## src/rtl/lfsr_pkg.sv

```systemverilog
// Shared definitions for the PRBS LFSR generator: mode codes, FSM state type
// and maximal-length default tap masks for state widths 3..32.
package lfsr_pkg;

  localparam int MODE_FIB = 0;
  localparam int MODE_GAL = 1;

  typedef enum logic {
    IDLE = 1'b0,
    RUN  = 1'b1
  } lfsr_state_e;

  // Fibonacci masks: bit (t-1) set for each tap t of a primitive polynomial.
  function automatic logic [31:0] default_ftaps(input int width);
    logic [31:0] m;
    m = 32'h0000_0000;
    case (width)
      3:       m = 32'h0000_0006;
      4:       m = 32'h0000_000C;
      5:       m = 32'h0000_0014;
      6:       m = 32'h0000_0030;
      7:       m = 32'h0000_0060;
      8:       m = 32'h0000_00B8;
      9:       m = 32'h0000_0110;
      10:      m = 32'h0000_0240;
      11:      m = 32'h0000_0500;
      12:      m = 32'h0000_0829;
      13:      m = 32'h0000_100D;
      14:      m = 32'h0000_2015;
      15:      m = 32'h0000_6000;
      16:      m = 32'h0000_D008;
      17:      m = 32'h0001_2000;
      18:      m = 32'h0002_0400;
      19:      m = 32'h0004_0023;
      20:      m = 32'h0009_0000;
      21:      m = 32'h0014_0000;
      22:      m = 32'h0030_0000;
      23:      m = 32'h0042_0000;
      24:      m = 32'h00E1_0000;
      25:      m = 32'h0120_0000;
      26:      m = 32'h0200_0023;
      27:      m = 32'h0400_0013;
      28:      m = 32'h0900_0000;
      29:      m = 32'h1400_0000;
      30:      m = 32'h2000_0029;
      31:      m = 32'h4800_0000;
      32:      m = 32'h8020_0003;
      default: m = 32'h0000_0000;
    endcase
    return m;
  endfunction

  // Galois mask holds the same polynomial's low-order terms (x^t for t<n, plus x^0).
  function automatic logic [31:0] default_gtaps(input int width);
    logic [31:0] f;
    f = default_ftaps(width) & ~(32'h0000_0001 << (width - 1));
    return (f << 1) | 32'h0000_0001;
  endfunction

endpackage

```

## src/rtl/lfsr_next.sv

```systemverilog
// Combinational one-step LFSR advance, Fibonacci or Galois form.
module lfsr_next
  import lfsr_pkg::*;
#(
  parameter int               WIDTH = 5,
  parameter int               MODE  = MODE_FIB,
  parameter logic [WIDTH-1:0] FTAPS = WIDTH'(default_ftaps(WIDTH)),
  parameter logic [WIDTH-1:0] GTAPS = WIDTH'(default_gtaps(WIDTH))
) (
  input  logic [WIDTH-1:0] cur,
  output logic [WIDTH-1:0] nxt
);

  // Next state from the current state for the selected LFSR form
  always_comb begin
    nxt = {WIDTH{1'b0}};
    if (MODE == MODE_GAL) begin
      if (cur[WIDTH-1]) begin
        nxt = {cur[WIDTH-2:0], 1'b0} ^ GTAPS;
      end else begin
        nxt = {cur[WIDTH-2:0], 1'b0};
      end
    end else begin
      nxt = {cur[WIDTH-2:0], ^(cur & FTAPS)};
    end
  end

endmodule

```

## src/rtl/prbs_lfsr_gen.sv

```systemverilog
// PRBS generator: LFSR with seed load, ready/valid stepping, wrap detection
// and period measurement.
module prbs_lfsr_gen
  import lfsr_pkg::*;
#(
  parameter int               WIDTH        = 5,
  parameter int               MODE         = MODE_FIB,
  parameter logic [WIDTH-1:0] FTAPS        = WIDTH'(default_ftaps(WIDTH)),
  parameter logic [WIDTH-1:0] GTAPS        = WIDTH'(default_gtaps(WIDTH)),
  parameter logic [WIDTH-1:0] DEFAULT_SEED = WIDTH'(1)
) (
  input  logic             clk,
  input  logic             rset,
  input  logic             load,
  input  logic [WIDTH-1:0] seed,
  input  logic             enable,
  input  logic             out_ready,
  output logic             out_valid,
  output logic [WIDTH-1:0] out,
  output logic             bit_out,
  output logic             wrap,
  output logic             lockup,
  output logic [WIDTH-1:0] period
);

  localparam logic [WIDTH-1:0] CNT_MAX  = {WIDTH{1'b1}};
  localparam logic [WIDTH-1:0] CNT_ZERO = {WIDTH{1'b0}};
  localparam logic [WIDTH-1:0] CNT_ONE  = {{(WIDTH-1){1'b0}}, 1'b1};

  lfsr_state_e      state_r, state_nxt_s;
  logic [WIDTH-1:0] lfsr_r, start_r, count_r, period_r;
  logic [WIDTH-1:0] step_s, load_val_s, count_inc_s;
  logic             valid_r, wrap_r, lockup_r;
  logic             advance_s, seed_zero_s;

  lfsr_next #(
    .WIDTH (WIDTH),
    .MODE  (MODE),
    .FTAPS (FTAPS),
    .GTAPS (GTAPS)
  ) u_next (
    .cur (lfsr_r),
    .nxt (step_s)
  );

  // Zero seeds would lock the LFSR, so they are replaced by the default seed
  assign seed_zero_s = (seed == CNT_ZERO);
  assign load_val_s  = seed_zero_s ? DEFAULT_SEED : seed;
  assign advance_s   = (state_r == RUN) && valid_r && out_ready && !load;
  assign count_inc_s = (count_r == CNT_MAX) ? CNT_MAX : (count_r + CNT_ONE);

  // FSM next-state: run follows the enable level
  always_comb begin
    state_nxt_s = state_r;
    case (state_r)
      IDLE: begin
        if (enable) state_nxt_s = RUN;
        else        state_nxt_s = IDLE;
      end
      RUN: begin
        if (enable) state_nxt_s = RUN;
        else        state_nxt_s = IDLE;
      end
      default: state_nxt_s = IDLE;
    endcase
  end

  // FSM state register with registered valid flag
  always_ff @(posedge clk or posedge rset) begin
    if (rset) begin
      state_r <= IDLE;
      valid_r <= 1'b0;
    end else begin
      state_r <= state_nxt_s;
      valid_r <= (state_nxt_s == RUN);
    end
  end

  // LFSR datapath: load beats advance; wrap/lockup are single-cycle pulses
  always_ff @(posedge clk or posedge rset) begin
    if (rset) begin
      lfsr_r   <= DEFAULT_SEED;
      start_r  <= DEFAULT_SEED;
      count_r  <= CNT_ZERO;
      period_r <= CNT_ZERO;
      wrap_r   <= 1'b0;
      lockup_r <= 1'b0;
    end else begin
      wrap_r   <= 1'b0;
      lockup_r <= 1'b0;
      if (load) begin
        lfsr_r   <= load_val_s;
        start_r  <= load_val_s;
        count_r  <= CNT_ZERO;
        lockup_r <= seed_zero_s;
      end else if (advance_s) begin
        lfsr_r <= step_s;
        if (step_s == start_r) begin
          wrap_r   <= 1'b1;
          period_r <= count_inc_s;
          count_r  <= CNT_ZERO;
        end else begin
          count_r <= count_inc_s;
        end
      end
    end
  end

  assign out       = lfsr_r;
  assign out_valid = valid_r;
  assign bit_out   = lfsr_r[WIDTH-1];
  assign wrap      = wrap_r;
  assign lockup    = lockup_r;
  assign period    = period_r;

endmodule

```

## config.mk

```make
export PLATFORM = sky130hd
export DESIGN_NAME = prbs_lfsr_gen
export DESIGN_NICKNAME = d
export VERILOG_FILES = /design/src/rtl/lfsr_pkg.sv /design/src/rtl/lfsr_next.sv /design/src/rtl/prbs_lfsr_gen.sv
export SDC_FILE = /design/constraint.sdc
export NUM_CORES = 1
export LEC_CHECK = 0
export CORE_AREA = 3 3 52 54
export CTS_CLUSTER_DIAMETER = 60
export CTS_CLUSTER_SIZE = 14
export DETAILED_ROUTE_END_ITERATION = 8
export DIE_AREA = 0 0 55 57
export HOLD_SLACK_MARGIN = 0.15
export PLACE_DENSITY_LB_ADDON = 0.25
export SLEW_MARGIN = 5
export SYNTH_ARGS = -nofsm -noshare
export SYNTH_HDL_FRONTEND = slang
export SYNTH_SLANG_ARGS = --single-unit
```

## constraint.sdc

```tcl
create_clock -name clk -period 1.7 [get_ports clk]
set_input_delay 0.425 -clock clk [delete_from_list [all_inputs] [get_ports clk]]
set_output_delay 0.425 -clock clk [all_outputs]
set_load 0.05 [all_outputs]
```

==> flow_metrics.env, run 1 <==
export IMPL_crit_type="flip-flop to flip-flop"
export IMPL_start_kind="flip-flop"
export IMPL_cp_slowest_cell="dfrtp_2"
export IMPL_cp_max_fo=6
export IMPL_core_area_mm2=0.00225
export IMPL_period_share_pct=93.9
export IMPL_port_buffers=23
export IMPL_dpl_hpwl_um=1660
export IMPL_slew_headroom_pct=73.7
export IMPL_grt_max_degree=24
export IMPL_syn_nets=100
export IMPL_dieWidth_um=55
export IMPL_wl_per_cell_um=14.6
export IMPL_synth_distinct_cells=28
export IMPL_final_hold_violation_count=0
export IMPL_fin_util_pct=63.9
export IMPL_rsz0062_at_grt="false"
export IMPL_ios=24
export IMPL_drc=0
export IMPL_top_layer="met4"
export IMPL_path_cells="xor2_1 > nor4_4 > nand3_4 > mux2_2"
export IMPL_layout_min_cycle_time_ns=1.60
export IMPL_power_density_mw_per_mm2=874
export IMPL_postCtsHoldBufs=0
export IMPL_ir_worst_vdd_mv=0.510
export IMPL_num_antenna_cells=0
export IMPL_vias_per_cell=5.27
export IMPL_cts_num_sinks=23
export IMPL_cts_resized=0
export IMPL_grt_pass1_vias=803
export IMPL_wl_um=2150
export IMPL_worst_pin_slew_ns=0.391
export IMPL_grt_pass1_wl_um=3620
export IMPL_power_leakage_nw=0.696
export IMPL_cp_data_arrival_time_ns=1.80
export IMPL_final_max_slew_viol_count=0
export IMPL_setup_tns_ns=0
export IMPL_critical_path_buf_inv_count=0
export IMPL_max_cap_viol_count=0
export IMPL_rows=17
export IMPL_die_h_um=57
export IMPL_htreeDepth=1
export IMPL_yosysSeqAreaShare_pct=54.5
export IMPL_fin_worst_skew_ns=0.00759
export IMPL_clockBufferDepth=2
export IMPL_antenna_found_initial=0
export IMPL_wl_met2_um=1070
export IMPL_drtIter0Drc=9
export IMPL_initial_core_util_pct=47.1
export IMPL_cts_buffers=3
export IMPL_path_delay_family="simple AND/OR/NAND/NOR gates"
export IMPL_finalSetupViolations=0
export IMPL_grtUsageTotal_pct=15.8
export IMPL_area_growth_pct=35.7
export IMPL_ys_seq_elements=23
export IMPL_endpoint_kind="flip-flop"
export IMPL_dr_wl_met3_um=91
export IMPL_cts_tree="yes"
export IMPL_syn_area_mm2=0.00106
export IMPL_die_area_mm2=0.00314
export IMPL_max_clock_freq_ghz=0.626
export IMPL_status="complete, no violations"
export IMPL_whs_ns=0.428
export IMPL_nets=131
export IMPL_syn_area_per_cell_um2=11.9
export IMPL_drt_first_pass_iters=4
export IMPL_cp_data_required_time_ns=1.91
export IMPL_yosysWarnings=0
export IMPL_grt_overflow=0
export IMPL_clkTransAtPathRegs_ns=0.13
export IMPL_syn_inst=89
export IMPL_cts_setup_buffers=0
export IMPL_cts_root_buf="clkbuf_4"
export IMPL_met1_length_um=965
export IMPL_vias=775
export IMPL_ant_nets=0
export IMPL_globalplace_congestion=0.764
export IMPL_critPathMaxStageDelay_ns=0.47
export IMPL_clk_latency_ns=0.31
export IMPL_hold_path_class="input port to async pin"
export IMPL_drive_gt1_share_pct=34.5
[state kept, by name, indices dropped and copies added, names as in the netlist]
name       flops
count_r        5
out            5
period         5
start_r        5
lockup         1
out_valid      1
wrap           1
[power by group]
part           internal [W]  switching (W)  leakage [nW]  total [W]
sequential         0.000594      0.0000446         0.292   0.000638
clock             0.0000881       0.000163        0.0177   0.000251
combinational      0.000165       0.000205         0.386   0.000370
[tightest hold or removal path: cells and delay by family]
kind                   cells  cell delay (ns)
buffers and inverters      3             0.72
[cell families (layout without fill, tap and decap cells)]
logic type                 count (synthesis)  in the layout  synth area share (%)
and+or+nand+nor                           17             17                  10.4
AOI/OAI and AO/OA                         21             21                  13.2
buffers and inverters                      9             39                  3.54
adders and majority gates                  1              1                  1.18
xor gates and xnor gates                   6              6                  4.95
muxes                                     12             12                  12.3
DFF                                       23             23                  54.5
[synthesized netlist by cell type]
| cell | n | area share (%) |
|---|---|---|
| a22o_1 | 4 | 3.3 |
| nand2_1 | 6 | 2.1 |
| xor2_1 | 5 | 4.1 |
| o21a_1 | 1 | 0.71 |
| mux2i_1 | 4 | 3.8 |
| nor4b_1 | 1 | 0.83 |
| and2_1 | 1 | 0.59 |
| a31o_2 | 1 | 0.83 |
| or3_1 | 1 | 0.59 |
| inv_1 | 6 | 2.1 |
| nor2_1 | 4 | 1.4 |
| a21oi_1 | 2 | 0.94 |
| xnor2_1 | 1 | 0.83 |
| nand2b_1 | 1 | 0.59 |
| o21ai_0 | 9 | 4.2 |
| a31oi_1 | 1 | 0.59 |
| clkbuf_1 | 2 | 0.71 |
| a21boi_2 | 1 | 1.1 |
| dfrtp_1 | 21 | 50 |
| a41oi_1 | 1 | 0.83 |
| nor4_4 | 1 | 2.0 |
| nand3_4 | 1 | 1.7 |
| a21boi_0 | 1 | 0.71 |
| mux2_2 | 8 | 8.5 |
| buf_4 | 1 | 0.71 |
| dfstp_2 | 2 | 5.0 |
| ha_1 | 1 | 1.2 |
| nand4_1 | 1 | 0.59 |
[worst paths after layout]
kind                                   startpoint                     end  slack [ns]  cells after the start
min in group clk           start_r[0]$_DFFE_PP1P_  start_r[0]$_DFFE_PP1P_        0.50                      2
setup reg to reg               out[3]$_DFFE_PP0P_   period[1]$_DFFE_PP0P_        0.10                      4
hold reg to reg            start_r[0]$_DFFE_PP1P_  start_r[0]$_DFFE_PP1P_        0.50                      2
setup / recovery               out[3]$_DFFE_PP0P_   period[1]$_DFFE_PP0P_        0.10                      4
hold / removal                               rset     out_valid$_DFF_PP0_        0.43                      3
max in group asynchronous                    rset  start_r[0]$_DFFE_PP1P_        1.00                      3
[metal layers]
metal,global-route usage (%),vias up
met5,0,-
li1,-,372
met4,7.29,0
met1,22.2,381
met3,2.35,4
met2,23.8,18
[cells in the final DEF (no fill, tap or decap)]
| cell type | count |
|---|---|
| dfrtp_1 | 18 |
| buf_4 | 13 |
| o21ai_0 | 9 |
| clkdlybuf4s50_1 | 9 |
| mux2_2 | 8 |
| buf_12 | 7 |
| nand2_1 | 6 |
| inv_1 | 6 |
| xor2_1 | 5 |
| nor2_1 | 4 |
| mux2i_1 | 4 |
| a22o_1 | 4 |
| clkbuf_4 | 3 |
| dfrtp_2 | 3 |
| a21oi_1 | 2 |
| dfstp_2 | 2 |
| nand4_1 | 1 |
| nand2b_1 | 1 |
| nor4_4 | 1 |
| xnor2_1 | 1 |
| nand3_4 | 1 |
| a21boi_0 | 1 |
| a31oi_1 | 1 |
| a41oi_1 | 1 |
| a31o_2 | 1 |
| a21boi_2 | 1 |
| and2_1 | 1 |
| o21a_1 | 1 |
| or3_1 | 1 |
| nor4b_1 | 1 |
| ha_1 | 1 |
| clkinv_2 | 1 |
[per-stage QoR]
| step | std cells | cell area (µm²) | power (W) | worst slack [ns] |
|---|---|---|---|---|
| final | 147 | 1440 | 0.00126 | 0.103 |
| after global routing | 147 | 1440 | 0.00132 | 0.0373 |
| after CTS | 147 | 1440 | 0.00127 | 0.103 |
| after detailed placement | 143 | 1410 | 0.00102 | -0.0852 |
| after global placement | 143 | 1410 | 0.00101 | -0.0479 |
| after floorplan | 89 | 1060 | 0.000859 | 0.00639 |
[layout make-up]
type	count	area, µm²
Clock inverter	1	5.00
Tap cell	28	35.0
Clock buffer	3	22.5
Timing Repair Buffer	29	328
Multi-Input combinational cell	57	445
Sequential cell	23	582
Inverter	6	22.5
Fill cell	192	815
No activity file was read; power rests on OpenSTA's default activity.
==> inputs of run 2 (changes only) <==
--- a/config.mk
+++ b/config.mk
@@ -5,6 +5,7 @@
 export SDC_FILE = /design/constraint.sdc
 export NUM_CORES = 1
 export LEC_CHECK = 0
+export ABC_CLOCK_PERIOD_IN_PS = 1700
 export CORE_AREA = 3 3 52 54
 export CTS_CLUSTER_DIAMETER = 60
 export CTS_CLUSTER_SIZE = 14
==> results of run 2 <==
No change in the layout: final DEF, timing and power equal those of run 1.
